===== config.mk =====
export PLATFORM = sky130hd
export DESIGN_NAME = fetch_stage
export DESIGN_NICKNAME = d
export VERILOG_FILES = /design/src/rtl/fetch_stage.sv
export SDC_FILE = /design/constraint.sdc
export NUM_CORES = 1
export LEC_CHECK = 0
export BUFFER_PORTS_ARGS = -buffer_cell sky130_fd_sc_hd__buf_2
export CAP_MARGIN = 25
export CORE_UTILIZATION = 45
export CTS_CLUSTER_DIAMETER = 30
export DETAILED_ROUTE_END_ITERATION = 16
export GPL_TIMING_DRIVEN = 1
export PLACE_DENSITY = 0.63
export SETUP_SLACK_MARGIN = 0.15
export SLEW_MARGIN = 20
export SYNTH_ARGS = -nofsm -noshare
export SYNTH_HDL_FRONTEND = slang
export SYNTH_SLANG_ARGS = --single-unit

===== constraint.sdc =====
create_clock -name clk -period 2.4 [get_ports clk]
set_input_delay 0.48 -clock clk [delete_from_list [all_inputs] [get_ports clk]]
set_output_delay 0.48 -clock clk [all_outputs]
set_load 0.02 [all_outputs]

===== src/rtl/fetch_stage.sv =====
// Instruction-fetch stage with IF/ID pipeline register.
// Fetches over a req/ready handshake, buffers one word under freeze, drains outstanding requests on branch.
module fetch_stage #(
    parameter logic [31:0] RESET_PC  = 32'h0000_0000,
    parameter logic [31:0] NOP_INSTR = 32'h0000_0000
) (
    input  logic        clk,
    input  logic        rst,
    input  logic        freeze,
    input  logic        branch_taken,
    input  logic [31:0] branch_addr,
    output logic        imem_req,
    output logic [31:0] imem_addr,
    input  logic        imem_ready,
    input  logic [31:0] imem_rdata,
    output logic [31:0] Instruction,
    output logic [31:0] PC,
    output logic        if_valid
);

    typedef enum logic [1:0] {
        S_RUN   = 2'd0,
        S_HOLD  = 2'd1,
        S_DRAIN = 2'd2
    } state_t;

    state_t      state_q, state_d;
    logic [31:0] pc_q, pc_d;
    logic [31:0] redirect_q, redirect_d;
    logic [31:0] buf_q, buf_d;
    logic [31:0] buf_pc_q, buf_pc_d;
    logic [31:0] instr_q, instr_d;
    logic [31:0] pcout_q, pcout_d;
    logic        valid_q, valid_d;

    logic        transfer;
    logic [31:0] pc_inc;

    // No request while held in reset or while a fetched word waits in the buffer.
    assign imem_req    = rst & (state_q != S_HOLD);
    assign imem_addr   = pc_q;
    assign transfer    = imem_req & imem_ready;
    assign pc_inc      = pc_q + 32'd4;

    assign Instruction = instr_q;
    assign PC          = pcout_q;
    assign if_valid    = valid_q;

    always_comb begin
        state_d    = state_q;
        pc_d       = pc_q;
        redirect_d = redirect_q;
        buf_d      = buf_q;
        buf_pc_d   = buf_pc_q;
        instr_d    = instr_q;
        pcout_d    = pcout_q;
        valid_d    = valid_q;

        case (state_q)
            S_RUN: begin
                if (branch_taken) begin
                    instr_d = NOP_INSTR;
                    pcout_d = 32'd0;
                    valid_d = 1'b0;
                    if (transfer) begin
                        pc_d = branch_addr;
                    end else begin
                        // The request cannot be withdrawn; remember the target until it completes.
                        redirect_d = branch_addr;
                        state_d    = S_DRAIN;
                    end
                end else if (freeze) begin
                    if (transfer) begin
                        buf_d    = imem_rdata;
                        buf_pc_d = pc_inc;
                        pc_d     = pc_inc;
                        state_d  = S_HOLD;
                    end
                end else if (transfer) begin
                    instr_d = imem_rdata;
                    pcout_d = pc_inc;
                    valid_d = 1'b1;
                    pc_d    = pc_inc;
                end else begin
                    instr_d = NOP_INSTR;
                    pcout_d = 32'd0;
                    valid_d = 1'b0;
                end
            end

            S_HOLD: begin
                if (branch_taken) begin
                    pc_d    = branch_addr;
                    instr_d = NOP_INSTR;
                    pcout_d = 32'd0;
                    valid_d = 1'b0;
                    state_d = S_RUN;
                end else if (!freeze) begin
                    instr_d = buf_q;
                    pcout_d = buf_pc_q;
                    valid_d = 1'b1;
                    state_d = S_RUN;
                end
            end

            S_DRAIN: begin
                instr_d = NOP_INSTR;
                pcout_d = 32'd0;
                valid_d = 1'b0;
                if (branch_taken) begin
                    redirect_d = branch_addr;
                end
                if (transfer) begin
                    pc_d    = branch_taken ? branch_addr : redirect_q;
                    state_d = S_RUN;
                end
            end

            default: begin
                state_d = S_RUN;
            end
        endcase
    end

    always_ff @(posedge clk or negedge rst) begin
        if (!rst) begin
            state_q    <= S_RUN;
            pc_q       <= RESET_PC;
            redirect_q <= 32'd0;
            buf_q      <= 32'd0;
            buf_pc_q   <= 32'd0;
            instr_q    <= NOP_INSTR;
            pcout_q    <= 32'd0;
            valid_q    <= 1'b0;
        end else begin
            state_q    <= state_d;
            pc_q       <= pc_d;
            redirect_q <= redirect_d;
            buf_q      <= buf_d;
            buf_pc_q   <= buf_pc_d;
            instr_q    <= instr_d;
            pcout_q    <= pcout_d;
            valid_q    <= valid_d;
        end
    end

endmodule


After elaboration in Yosys (flattened, before gate mapping)
Cells that the tools add are included.
{"block": "word_totals", "wordCells": 69, "register_bits": 195, "out_inout_bits": 98, "in_bits": 69}
{"block": "classes", "bitwise_logic": 3, "eq_ne": 13, "mux": 36, "n_addsub": 1, "n_reduce_logical": 8}
{"operator": "2-to-1 mux 32 bit", "count": 18}
{"operator": "case mux 32 bit (3 select lines)", "count": 3}
{"operator": "case mux 32 bit (2 select lines)", "count": 1}
{"operator": "adder 32 x 3 -> 32 bit, second input constant", "count": 1}
{"operator": "inequality test 3 bit, second input constant", "count": 5}
{"operator": "2-to-1 mux 2 bit", "count": 7}
{"operator": "inequality test 2 bit, second input constant", "count": 5}
{"operator": "AND reduction 4 bit", "count": 2}
{"operator": "case mux 2 bit (3 select lines)", "count": 1}
{"operator": "AND reduction 3 bit", "count": 2}
{"operator": "2-to-1 mux 1 bit", "count": 5}
{"operator": "AND reduction 5 bit", "count": 1}
{"operator": "case mux 1 bit (3 select lines)", "count": 1}
{"operator": "nonzero test 3 bit", "count": 1}
{"operator": "AND 1 bit", "count": 2}
{"operator": "equality test 2 x 1 -> 1 bit, second input constant", "count": 1}
{"operator": "equality test 2 bit, second input constant", "count": 1}
{"operator": "zero test 2 bit", "count": 1}
{"operator": "inequality test 2 x 1 -> 1 bit, second input constant", "count": 1}
{"operator": "nonzero test 2 bit", "count": 1}
{"operator": "NOT 1 bit", "count": 1}

Longest topological paths before layout
{"block": "depth", "ltp_word": 7, "mapped_depth": 10, "mapped_depth_nobuf": 7}

Least setup slack after synthesis
No wires, ideal clock.
{"block": "synth_path", "path_type": "reg2reg", "start": "register pc_q[2] (netlist: imem_addr[2])", "end": "register pc_q[30] (netlist: imem_addr[30])", "required_ns": 2.274, "synth_period_minus_slack_ns": 2.143, "setup_ns": 0.126, "path_slack_ns": 0.257, "stages_incl_launch_ff": 8, "arrival_time_ns": 2.018, "path_buffers": 1, "cell_sequence": "dfrtp_1 > ha_1 > nand4_4 > nor4_4 > and4_1 > buf_4 > o21ai_1 > a221o_1"}
{"block": "synth_between", "elab_chain_cells": 4}
{"element": "from (decl)", "line_no": "28", "source": "logic [31:0] pc_q, pc_d;"}
{"element": "from (signal assigned)", "line_no": "137", "source": "pc_q <= pc_d;"}
{"element": "adder 32 x 3 -> 32 bit", "line_no": "43", "source": "assign pc_inc = pc_q + 32'd4;"}
{"element": "2-to-1 mux 32 bit", "line_no": "73, 79"}
{"element": "2-to-1 mux 32 bit", "line_no": "61", "source": "if (branch_taken) begin"}
{"element": "case mux 32 bit (3 select lines)", "line_no": "59", "source": "case (state_q)"}
Every way passes these cells. The select of a mux whose other input is x is not followed.
A chain may end at the register's enable or synchronous reset.

Worst setup path after layout
{"block": "layout_path", "start": "register pc_q[2] (netlist: imem_addr[2])", "end": "register pcout_q[13] (netlist: PC[13])"}
{"block": "layout_between", "elab_chain_cells": 5}
{"element": "adder 32 x 3 -> 32 bit", "line_no": "43"}
{"element": "2-to-1 mux 32 bit", "line_no": "79", "source": "end else if (transfer) begin"}
{"element": "2-to-1 mux 32 bit", "line_no": "72", "source": "end else if (freeze) begin"}
{"element": "2-to-1 mux 32 bit", "line_no": "61"}
{"element": "case mux 32 bit (3 select lines)", "line_no": "59"}
{"element": "to (signal assigned)", "line_no": "142", "source": "pcout_q <= pcout_d;"}
{"element": "to (decl)", "line_no": "33", "source": "logic [31:0] pcout_q, pcout_d;"}
Every way passes these cells. The select of a mux whose other input is x is not followed.

==> impl_results.md <==
- Max_slew headroom: 0.598
- Syn Nets: 1067
- Yosys warning total: 0
- Sequential share of the synthesized area: 0.490
- Final Max Tran Viols: 0
- Die ar.: 22700 um2
- Clock Tree Buf Depth: 2
- Synth Register Bits: 195
- First-pass GRT wire length: 42700 um
- Worst-path maximum fanout: 8
- Worst reg2reg path depth: 7
- Share of post-route cells with drive strength above 1: 0.311
- Chip width: 151 um
- Sequential Area: 4880 um2
- Setup CP Type: reg -> reg
- Initial Utilization: 0.457
- Clock Skew: 0.0147 ns
- Number of global-route vias before repair: 7468
- Nets: 1229
- GRT Residual Overflow: 0
- Post-route ant nets: 0
- Antenna violations before repair: 0
- Cell Area, Synth: 9950 um2
- DRC: 0
- Top-level I/O count: 167
- First-pass DRT Iterations: 5
- Multi-input gate area: 4680 um2
- Fin worst setup slack: 0.154 ns
- Max_cap viols: 0
- Final Setup Violations: 0
- Hold Path Class: in -> async
- Commonest non-fill, non-tap cell in the layout: dfrtp_1
- Top FF cell, synth: dfrtp_1
- Syn Area/Cell: 10.0 um2
- Most frequent cells in the layout: dfrtp_1, buf_2, nor2_1
- Leak: 0.00546 uW
- Root buffer cell: clkbuf_16
- Fin. Hold Viols: 0
- Critical path's slowest cell: nor3_1
- I/O Buffers: 166
- Die H: 151 um
- GRT Total Usage: 0.247
- Critical path arrival: 2.58 ns
- Routed vias: 8313
- Tcrit/Tclk final: 0.936
- Largest net degree at the start of global routing: 100
- Total negative slack: 0 ns
- Place WS: 0.111 ns
- Post-DP HPWL: 19600 um
- Number of enable flip-flop cells after synthesis: 0
- RSZ-0062 raised after global routing: yes
- Least-Margin Pin Slew: 0.604 ns
- Critical path data required time: 2.73 ns
- Filler instances: 1969
- Clk_lat worst skew: 0.45 ns
- Count of mapped cells out of synthesis: 994
- DR WL/cell: 19.1 um
- Crit end category: flip-flop
- Crit-path cells: buf_6 > nand4_1 > buf_4 > nor3_1 > xnor2_1 > o21ai_0 > mux2_2
- Status: finished clean
- CTS buffer count: 17
- 1st-iter DRT viols: 652
- CP peak stage delay: 0.42 ns
- ANT cells: 0
- Clock Pin Slew Worst Setup and Hold Paths: 0.09 ns
- Max Clk Rate: 445 MHz
- Fin util: 0.554
- Max rail drop VDD: 0.543 mV
- Rows: 54
- Worst setup SP type: flip-flop
- R2R Path Start: imem_addr[2]
- Placer Congestion: 0.941
- Core Region: 21800 um2
- Vias per cell: 5.74
- FFs w/ async S/R, synth: 1.00
- Final min period: 2.25 ns
- WL final: 27700 um
- Critical Path Start: imem_addr[2]
- Synth cell types: 66
- Area grow syn2layout: 21.1%
- CTS Sinks: 195
- CTS H-Tree Depth: 4
- CTS tree: yes
- Power density cells: 1240 nW/um2
## stage by stage
step	cells	hold slack [ns]	power, uW	area [um2]
finish	1449	0.0275	14900	12000
global route	1449	0.0225	15800	12000
CTS	1443	0.0120	14900	12000
detailed placement	1410	0.307	11800	11300
global placement	1410	0.307	11600	11300
floorplan	994	0.184	9640	9950
## synthesized netlist by cell type (6+ instances only)
master,count,share of area
buf_1,6,0.0023
nand4_1,11,0.0069
a22oi_1,15,0.011
and4_1,6,0.0053
xnor2_1,17,0.015
a22o_1,9,0.0079
o21a_1,7,0.0053
a21o_1,6,0.0045
a31oi_1,9,0.0057
mux2_1,12,0.014
nor3_1,14,0.0070
buf_2,31,0.016
dfrtp_1,195,0.49
mux2i_1,10,0.010
o211ai_1,7,0.0053
o22a_1,7,0.0062
nand2_1,58,0.022
o31ai_1,10,0.0075
inv_1,17,0.0064
nor2_1,137,0.052
and3_1,12,0.0075
buf_4,9,0.0068
o21ai_0,43,0.022
clkbuf_1,37,0.014
a21oi_1,91,0.046
a221oi_1,50,0.044
mux2_2,72,0.081
nand3_1,14,0.0070
## path summary, 6_finish.rpt
check	to	slack, ns
max in group asynchronous	redirect_q[10]	1.53
setup / recovery	PC[13]	0.15
setup reg to reg	PC[13]	0.15
hold / removal	Instruction[10]	0.03
min in group clk	buf_q[18]	0.26
hold reg to reg	if_valid	0.47
## where the power goes
part	internal (uW)	switching, uW
clock	1520	1490
combinational	2580	3560
sequential	4630	1130
## sequential cells by signal (all words and copies together), names as in the netlist
signal / cells
imem_addr: 32
state_q: 2
PC: 32
buf_q: 32
redirect_q: 32
if_valid: 1
buf_pc_q: 32
Instruction: 32
## worst max-delay path: cells and delay by family, from the launching register on
family / cells / cell delay [ns]
and+or+nand+nor: 2 / 0.70
buffers and inverters: 2 / 0.41
DFF: 1 / 0.37
muxes: 1 / 0.27
xor gates and xnor gates: 1 / 0.26
AOI/OAI and AO/OA: 1 / 0.14
## per-layer routing
metal  global-route usage  routed length [um]  vias up
li1                     -                   -     3955
met1                0.379               13400     4032
met4               0.0795                 534        0
met3               0.0406                1660       36
met5                    0                   0        -
met2                0.353               12100      290
## repair_timing
| item | 4_1_cts | 5_1_grt |
|---|---|---|
| hold buffers | 1 | 0 |
| pin swaps | 0 | 3 |
| gates resized for setup | 3 | 13 |
| setup buffers | 0 | 6 |
| endpoints found under the hold margin | 2 | 0 |
| endpoints found under the setup margin | 13 | 71 |
## cell families after synthesis
logic type	after synthesis	synth area share
compound gates	289	0.196
fa+ha+maj	4	0.00503
simple gates	287	0.137
flops	195	0.490
mux	94	0.105
xor+xnor	22	0.0194
buf+inv	103	0.0470
## area by class of cell
| type | count | area share |
|---|---|---|
| flip-flops and latches | 195 | 0.405 |
| multi-input cells | 696 | 0.389 |
| repair buffers | 228 | 0.119 |
| clock buffers | 17 | 0.0353 |
| well taps | 280 | 0.0291 |
| clock inverters | 15 | 0.0168 |
| inverters | 18 | 0.00561 |
(Power assumes the default switching activity.)
